[config.mk]
export PLATFORM = sky130hd
export DESIGN_NAME = comp_rr_arbiter
export DESIGN_NICKNAME = d
export VERILOG_FILES = /design/src/rtl/comp_rr_arbiter.sv
export SDC_FILE = /design/constraint.sdc
export NUM_CORES = 1
export LEC_CHECK = 0
export ABC_AREA = 1
export BUFFER_PORTS_ARGS = -buffer_cell sky130_fd_sc_hd__buf_2
export CORE_MARGIN = 2
export CORE_UTILIZATION = 53
export CTS_BUF_LIST = sky130_fd_sc_hd__clkbuf_8
export DETAILED_ROUTE_END_ITERATION = 12
export GPL_TIMING_DRIVEN = 0
export PLACE_DENSITY = 0.86
export RECOVER_POWER = 50
export SLEW_MARGIN = 5
export SYNTH_ARGS = -nofsm -noshare
export SYNTH_HDL_FRONTEND = slang
export SYNTH_SLANG_ARGS = --single-unit
[constraint.sdc]
create_clock -name clk -period 1.3 [get_ports clk]
set_input_delay 0.065 -clock clk [delete_from_list [all_inputs] [get_ports clk]]
set_output_delay 0.065 -clock clk [all_outputs]
set_load 0.01 [all_outputs]
[src/rtl/comp_rr_arbiter.sv]
// Round-robin front end that time-shares a single N-bit unsigned comparator
// between two requesters, with registered operands and a registered result.

module n_bit_comp #(
  parameter int N = 8
) (
  input  logic [N-1:0] a,
  input  logic [N-1:0] b,
  output logic         lt,
  output logic         gt,
  output logic         eq
);

  assign lt = (a < b);
  assign gt = (a > b);
  assign eq = (a == b);

endmodule

// Handshake rule for every channel: a transfer happens on a rising clk edge
// where valid and ready are both 1; valid never waits on ready, and a request
// ready is only raised for the requester being granted in that cycle.
module comp_rr_arbiter #(
  parameter int N = 8
) (
  input  logic         clk,
  input  logic         rst,
  input  logic         req0_valid,
  output logic         req0_ready,
  input  logic [N-1:0] req0_a,
  input  logic [N-1:0] req0_b,
  input  logic         req1_valid,
  output logic         req1_ready,
  input  logic [N-1:0] req1_a,
  input  logic [N-1:0] req1_b,
  output logic         rsp0_valid,
  input  logic         rsp0_ready,
  output logic         rsp1_valid,
  input  logic         rsp1_ready,
  output logic         rsp_lt,
  output logic         rsp_gt,
  output logic         rsp_eq,
  output logic         busy,
  output logic         owner
);

  typedef enum logic [1:0] {
    ST_IDLE = 2'd0,
    ST_CMP  = 2'd1,
    ST_RSP  = 2'd2
  } state_t;

  state_t       state_q, state_d;
  logic         prio_q, prio_d;
  logic         owner_q, owner_d;
  logic         busy_q, busy_d;
  logic [N-1:0] a_q, a_d;
  logic [N-1:0] b_q, b_d;
  logic         lt_q, lt_d;
  logic         gt_q, gt_d;
  logic         eq_q, eq_d;
  logic         rsp0_valid_q, rsp0_valid_d;
  logic         rsp1_valid_q, rsp1_valid_d;

  logic cmp_lt, cmp_gt, cmp_eq;
  logic grant;
  logic in_idle;
  logic acc0, acc1;
  logic rsp_done;

  n_bit_comp #(.N(N)) u_comp (
    .a  (a_q),
    .b  (b_q),
    .lt (cmp_lt),
    .gt (cmp_gt),
    .eq (cmp_eq)
  );

  // With a lone requester it wins outright; on contention prio decides.
  assign grant    = (req0_valid & req1_valid) ? prio_q : req1_valid;
  assign in_idle  = (state_q == ST_IDLE) & ~rst;
  assign acc0     = in_idle & req0_valid & ~grant;
  assign acc1     = in_idle & req1_valid & grant;
  assign rsp_done = (state_q == ST_RSP) & (owner_q ? rsp1_ready : rsp0_ready);

  always_comb begin
    state_d      = state_q;
    prio_d       = prio_q;
    owner_d      = owner_q;
    a_d          = a_q;
    b_d          = b_q;
    lt_d         = lt_q;
    gt_d         = gt_q;
    eq_d         = eq_q;
    rsp0_valid_d = rsp0_valid_q;
    rsp1_valid_d = rsp1_valid_q;
    case (state_q)
      ST_IDLE: begin
        if (acc0 | acc1) begin
          a_d     = acc1 ? req1_a : req0_a;
          b_d     = acc1 ? req1_b : req0_b;
          owner_d = acc1;
          state_d = ST_CMP;
        end
      end
      ST_CMP: begin
        lt_d         = cmp_lt;
        gt_d         = cmp_gt;
        eq_d         = cmp_eq;
        rsp0_valid_d = ~owner_q;
        rsp1_valid_d = owner_q;
        state_d      = ST_RSP;
      end
      ST_RSP: begin
        if (rsp_done) begin
          rsp0_valid_d = 1'b0;
          rsp1_valid_d = 1'b0;
          prio_d       = ~owner_q;
          state_d      = ST_IDLE;
        end
      end
      default: begin
        rsp0_valid_d = 1'b0;
        rsp1_valid_d = 1'b0;
        state_d      = ST_IDLE;
      end
    endcase
    busy_d = (state_d != ST_IDLE);
  end

  always_ff @(posedge clk) begin
    if (rst) begin
      state_q      <= ST_IDLE;
      prio_q       <= 1'b0;
      owner_q      <= 1'b0;
      busy_q       <= 1'b0;
      a_q          <= '0;
      b_q          <= '0;
      lt_q         <= 1'b0;
      gt_q         <= 1'b0;
      eq_q         <= 1'b0;
      rsp0_valid_q <= 1'b0;
      rsp1_valid_q <= 1'b0;
    end else begin
      state_q      <= state_d;
      prio_q       <= prio_d;
      owner_q      <= owner_d;
      busy_q       <= busy_d;
      a_q          <= a_d;
      b_q          <= b_d;
      lt_q         <= lt_d;
      gt_q         <= gt_d;
      eq_q         <= eq_d;
      rsp0_valid_q <= rsp0_valid_d;
      rsp1_valid_q <= rsp1_valid_d;
    end
  end

  assign req0_ready = acc0;
  assign req1_ready = acc1;
  assign rsp0_valid = rsp0_valid_q;
  assign rsp1_valid = rsp1_valid_q;
  assign rsp_lt     = lt_q;
  assign rsp_gt     = gt_q;
  assign rsp_eq     = eq_q;
  assign busy       = busy_q;
  assign owner      = owner_q;

endmodule

Word-level counts from Yosys, hierarchy flattened
Index checks and enable logic that the tools add are counted.
{ "op_classes": {"n_mux": 10, "bitwise_logic": 12, "eq_ne": 4, "n_reduce_logical": 5, "n_lt_le_gt_ge": 2} }
{ "ops": {"columns": ["op", "n"], "rows": [
  ["two-way mux 8 bit", 2],
  ["equality test 8 bit", 1],
  ["greater-than comparator 8 bit", 1],
  ["less-than comparator 8 bit", 1],
  ["bitwise AND 1 bit", 7],
  ["case mux 1 bit (3 select lines)", 2],
  ["case mux 2 bit (3 select lines)", 1],
  ["AND reduction 2 bit", 3],
  ["two-way mux 2 bit", 2],
  ["inverter 1 bit", 4],
  ["two-way mux 1 bit", 3],
  ["equality test 2 x 1 -> 1 bit, second input constant", 1],
  ["equality test 2 bit, second input constant", 1],
  ["logical NOT 2 bit", 1],
  ["!= test 2 bit, second input constant", 1],
  ["nonzero test 2 bit", 1],
  ["OR 1 bit", 1]
]} }
{ "word_totals": {"wordCells": 44, "output_inout_bits": 9, "regBits": 26} }

Logic depth before layout (Yosys ltp)
{ "depth": {"word_depth": 8, "ltp_mapped": 11} }

By module
A second synthesis with hierarchy kept.
{ "hier_totals": {"hier_cells": 235, "area_unflattened_um2": 1599.0} }
{ "by_module_without_submodules": {"columns": ["mod", "n_inst", "area_per_inst_um2", "seq_area_each_um2", "cells_each"], "rows": [
  ["comp_rr_arbiter", 1, 1355.0, 520.5, 197],
  ["n_bit_comp", 1, 244.0, 0.0, 38]
]} }

Worst setup path before layout
Ideal clock, no wire load.
{ "synth_timing": {"path_kind": "register to register", "start": "register state_q[0]", "end": "register a_q[0]", "path_stages_with_launch": 8, "setup_time_ps": 123, "t_arrival_ps": 1092, "setup_slack_ps": 85, "n_path_buf": 1, "period_less_slack_ps": 1215, "cell_sequence": "dfxtp_1 -> inv_2 -> nand3_4 -> nor2_2 -> buf_4 -> nand2_1 -> nand3_1 -> a21oi_2"} }
{ "synth_between": {"elab_chain_cells": 6, "elab_cells_between_ends": 9} }
{ "synth_rtl": {"columns": ["item", "line", "source"], "rows": [
  ["start: declaration", "53", "state_t state_q, state_d;"],
  ["start signal: assignment", "145", "state_q <= state_d;"],
  ["logical NOT 2 bit *", "81", "assign in_idle = (state_q == ST_IDLE) & ~rst;"],
  ["bitwise AND 1 bit *", "81", null],
  ["bitwise AND 1 bit * (2 in series)", "83", "assign acc1 = in_idle & req1_valid & grant;"],
  ["named net req1_ready", "33", "output logic req1_ready,"],
  ["OR 1 bit", "99", "if (acc0 | acc1) begin"],
  ["AND reduction 2 bit (no line)", null, null],
  ["end signal: assignment", "137", "a_q <= '0;"],
  ["end signal: assignment", "149", "a_q <= a_d;"],
  ["end: declaration", "57", "logic [N-1:0] a_q, a_d;"]
]} }
The timed path passes the listed nets; every way through them passes the cells marked *.
A chain may end at the register's enable or synchronous reset.

Final worst setup path
{ "layout_timing": {"start": "register b_q[4]", "end": "register gt_q (netlist: rsp_gt)"} }
{ "layout_between": {"elab_chain_cells": 1} }
{ "layout_rtl": {"columns": ["item", "line", "source"], "rows": [
  ["start: declaration", "58", "logic [N-1:0] b_q, b_d;"],
  ["start signal: assignment", "138", "b_q <= '0;"],
  ["start signal: assignment", "150", "b_q <= b_d;"],
  ["greater-than comparator 8 bit", "15", "assign gt = (a > b);"],
  ["end signal: assignment", "152", "gt_q <= gt_d;"],
  ["end: declaration", "60", "logic gt_q, gt_d;"]
]} }
No other way between the ends.

==> results.py <==
metrics = {
    "placed_design": {
        "place_congestion": 0.849,
        "place_hpwl_um": 2360,
        "io_buffers": 46,
        "postPlaceCellArea_um2": 1830,
    },
    "logic_synthesis": {
        "ys_ff_latch": 26,
        "avgSynthCellArea_um2": 6.96,
        "netlist.area_leader.share_pct": 33.4,
        "synth_top_cells_by_area": "dfxtp_1 (33%), nand2_1 (13%), inv_1 (11%)",
        "yosysWarningCount": 0,
        "yosys.area.top_type": "dfxtp_1",
        "netlist_area_um2": 1560,
        "seq_area_frac_synth_pct": 33.4,
        "netlist-cell-type-count": 23,
        "synth_cells": 224,
        "synth_fp_nets": 270,
    },
    "timing": {
        "relSlewSlack_pct": 81.1,
        "fin_crit_ps": 1290,
        "setup_viol": 0,
        "fin_crit_sh_pct": 98.9,
        "rsz0062_at_grt": "yes",
        "maxClockFrequency_mhz": 778,
        "hold_ws_ps": 122,
        "tightest_slew_ps": 283,
        "drv_slew": 0,
        "hold_violations": 0,
        "skew_ps": 3.98,
    },
    "detailed_routing": {
        "ant_nets": 0,
        "drc": 0,
        "wl_um": 3430,
        "wl_per_cell_um": 11.0,
        "vias": 1494,
        "first_iter_violations": 55,
        "vias_per_cell": 4.80,
        "drt_first_pass_iters": 4,
    },
    "final_layout": {
        "final_common_cell": "nand2_1",
        "seqCellArea_um2": 534,
        "multi_input_area_um2": 893,
        "layout_common_cells": "nand2_1 (51), inv_1 (42), buf_2 (40), nand3_1 (18)",
        "drive_gt1_share_pct": 42.1,
        "synthToLayoutAreaGrowth_pct": 32.5,
        "n_fill_cell": 238,
        "design_area_um2": 2070,
        "diodes": 0,
        "fin_nets": 327,
    },
    "die": {
        "rows": 19,
        "die_w_um": 58.2,
        "start_util_pct": 56.1,
        "die_h_um": 58.2,
        "io_pins": 47,
        "die_area_um2": 3390,
        "core_area_um2": 2780,
    },
    "status": {
        "status": "completed",
    },
    "grt": {
        "grt_pass1_wl_um": 5560,
        "grt.overflow.total": 0,
        "grt_start_max_net_pins": 15,
        "grt_pass1_vias": 1437,
        "track_usage_pct": 21.3,
        "antenna_found_initial": 0,
    },
    "setup_path": {
        "crit_arrival_ps": 1490,
        "cp_slowest_stage_delay_ps": 360,
        "cp.required_ps": 1500,
        "slowest_stage": "dfxtp_2",
        "crit_type": "reg -> reg",
        "cp_cell_sequence": "inv_1 > ha_1 > nand2_1 > nor2_4 > nand2_2 > nand2_2 > nand2_1 > a21oi_1",
        "cp_max_fo": 2,
        "crit_path_start_kind": "register",
        "critPathBufInv": 1,
        "end_kind": "register",
        "path_delay_family": "simple AND/OR/NAND/NOR gates",
    },
    "worst_hold_path": {
        "min_path_type": "in -> reg",
    },
    "clocking": {
        "clk_root_buffer_cell": "clkbuf_8",
        "cts_tree": "built",
        "clk_pin_slew_ps": 90,
        "cts-buffers-inserted": 3,
        "clock_path_buffers": 2,
        "cts.sinks": 26,
        "htree_levels": 1,
        "clk_latency_ps": 270,
    },
    "pwr": {
        "leakage_nw": 1.01,
        "vdd_drop_max_mv": 0.968,
        "p_per_area_nw_per_um2": 1030,
    },
    "job": {
        "maxCapViolCount": 0,
    },
}
final cells by class:
| class | count | share of cell area, % |
|---|---|---|
| timing repair buffer | 52 | 13.3 |
| sequential | 26 | 25.9 |
| clock buffer | 4 | 2.67 |
| multi-input combinational | 140 | 43.2 |
| tap | 31 | 1.88 |
| buffer | 6 | 3.09 |
| inverter | 52 | 9.93 |
state kept, by name, summed over array words and instances, names as in the netlist:
signal      cells
b_q             8
busy            1
rsp_eq          1
rsp_lt          1
rsp_gt          1
owner           1
a_q             8
rsp1_valid      1
state_q         2
prio_q          1
rsp0_valid      1
power by group:
group	total (mW)	internal, mW	switching [mW]
registers	0.927	0.874	0.0533
logic	0.680	0.299	0.381
clock network	0.519	0.271	0.248
synth_stat cells, drive strengths merged:
cell type,number
a21o,1
a21oi,25
buf,6
dfxtp,26
ha,8
inv,52
nand2,68
nand3,19
nor2,10
nor3,2
o21a,1
o21ai,5
or2,1
logic make-up after synthesis:
kind of cell,count (synthesis),share of synthesized area (%)
compound gates,32,13.0
fa+ha+maj,8,6.42
buf+inv,58,16.3
flops,26,33.4
simple gates,100,30.9
final timing paths:
path	start	endpoint	slack, ps	cells after the start
max	b_q[4]	rsp_gt	10	8
min	rst	rsp_lt	120	4
max reg2reg	b_q[4]	rsp_gt	10	8
min reg2reg	b_q[7]	b_q[7]	470	2
repair_timing:
item                                    CTS  global route
hold buffers                              1             0
pin swaps                                 1            11
gates resized for setup                   9            32
buffers inserted                          1             4
hold endpoints to repair                  1             0
cloned                                    0             0
endpoints found under the setup margin   11            14
stage by stage:
step | total power, mW | setup TNS (ps) | setup WS [ps] | utilization (%) | cells
finish | 2.13 | 0 | 14.9 | 74.3 | 311
global route | 2.25 | -336 | -63.3 | 74.3 | 311
CTS | 2.02 | 0 | 2.74 | 69.1 | 307
detailed placement | 1.48 | -519 | -70.4 | 65.7 | 301
global placement | 1.47 | -409 | -57.1 | 65.7 | 301
floorplan | 1.32 | 0 | 84.9 | - | 224
metal layers:
layer	track usage (%)	routed length, µm	vias to the layer above
li1	-	-	792
met1	22.7	1500	658
met2	42.2	1760	40
met3	3.35	151	4
met4	6.31	27	0
met5	0	0	-
worst min-delay path: stages:
cell	delay, ps
buf_2	110
inv_2	60
o21ai_0	70
a21oi_1	40
Power figures use the tool's default switching activity.
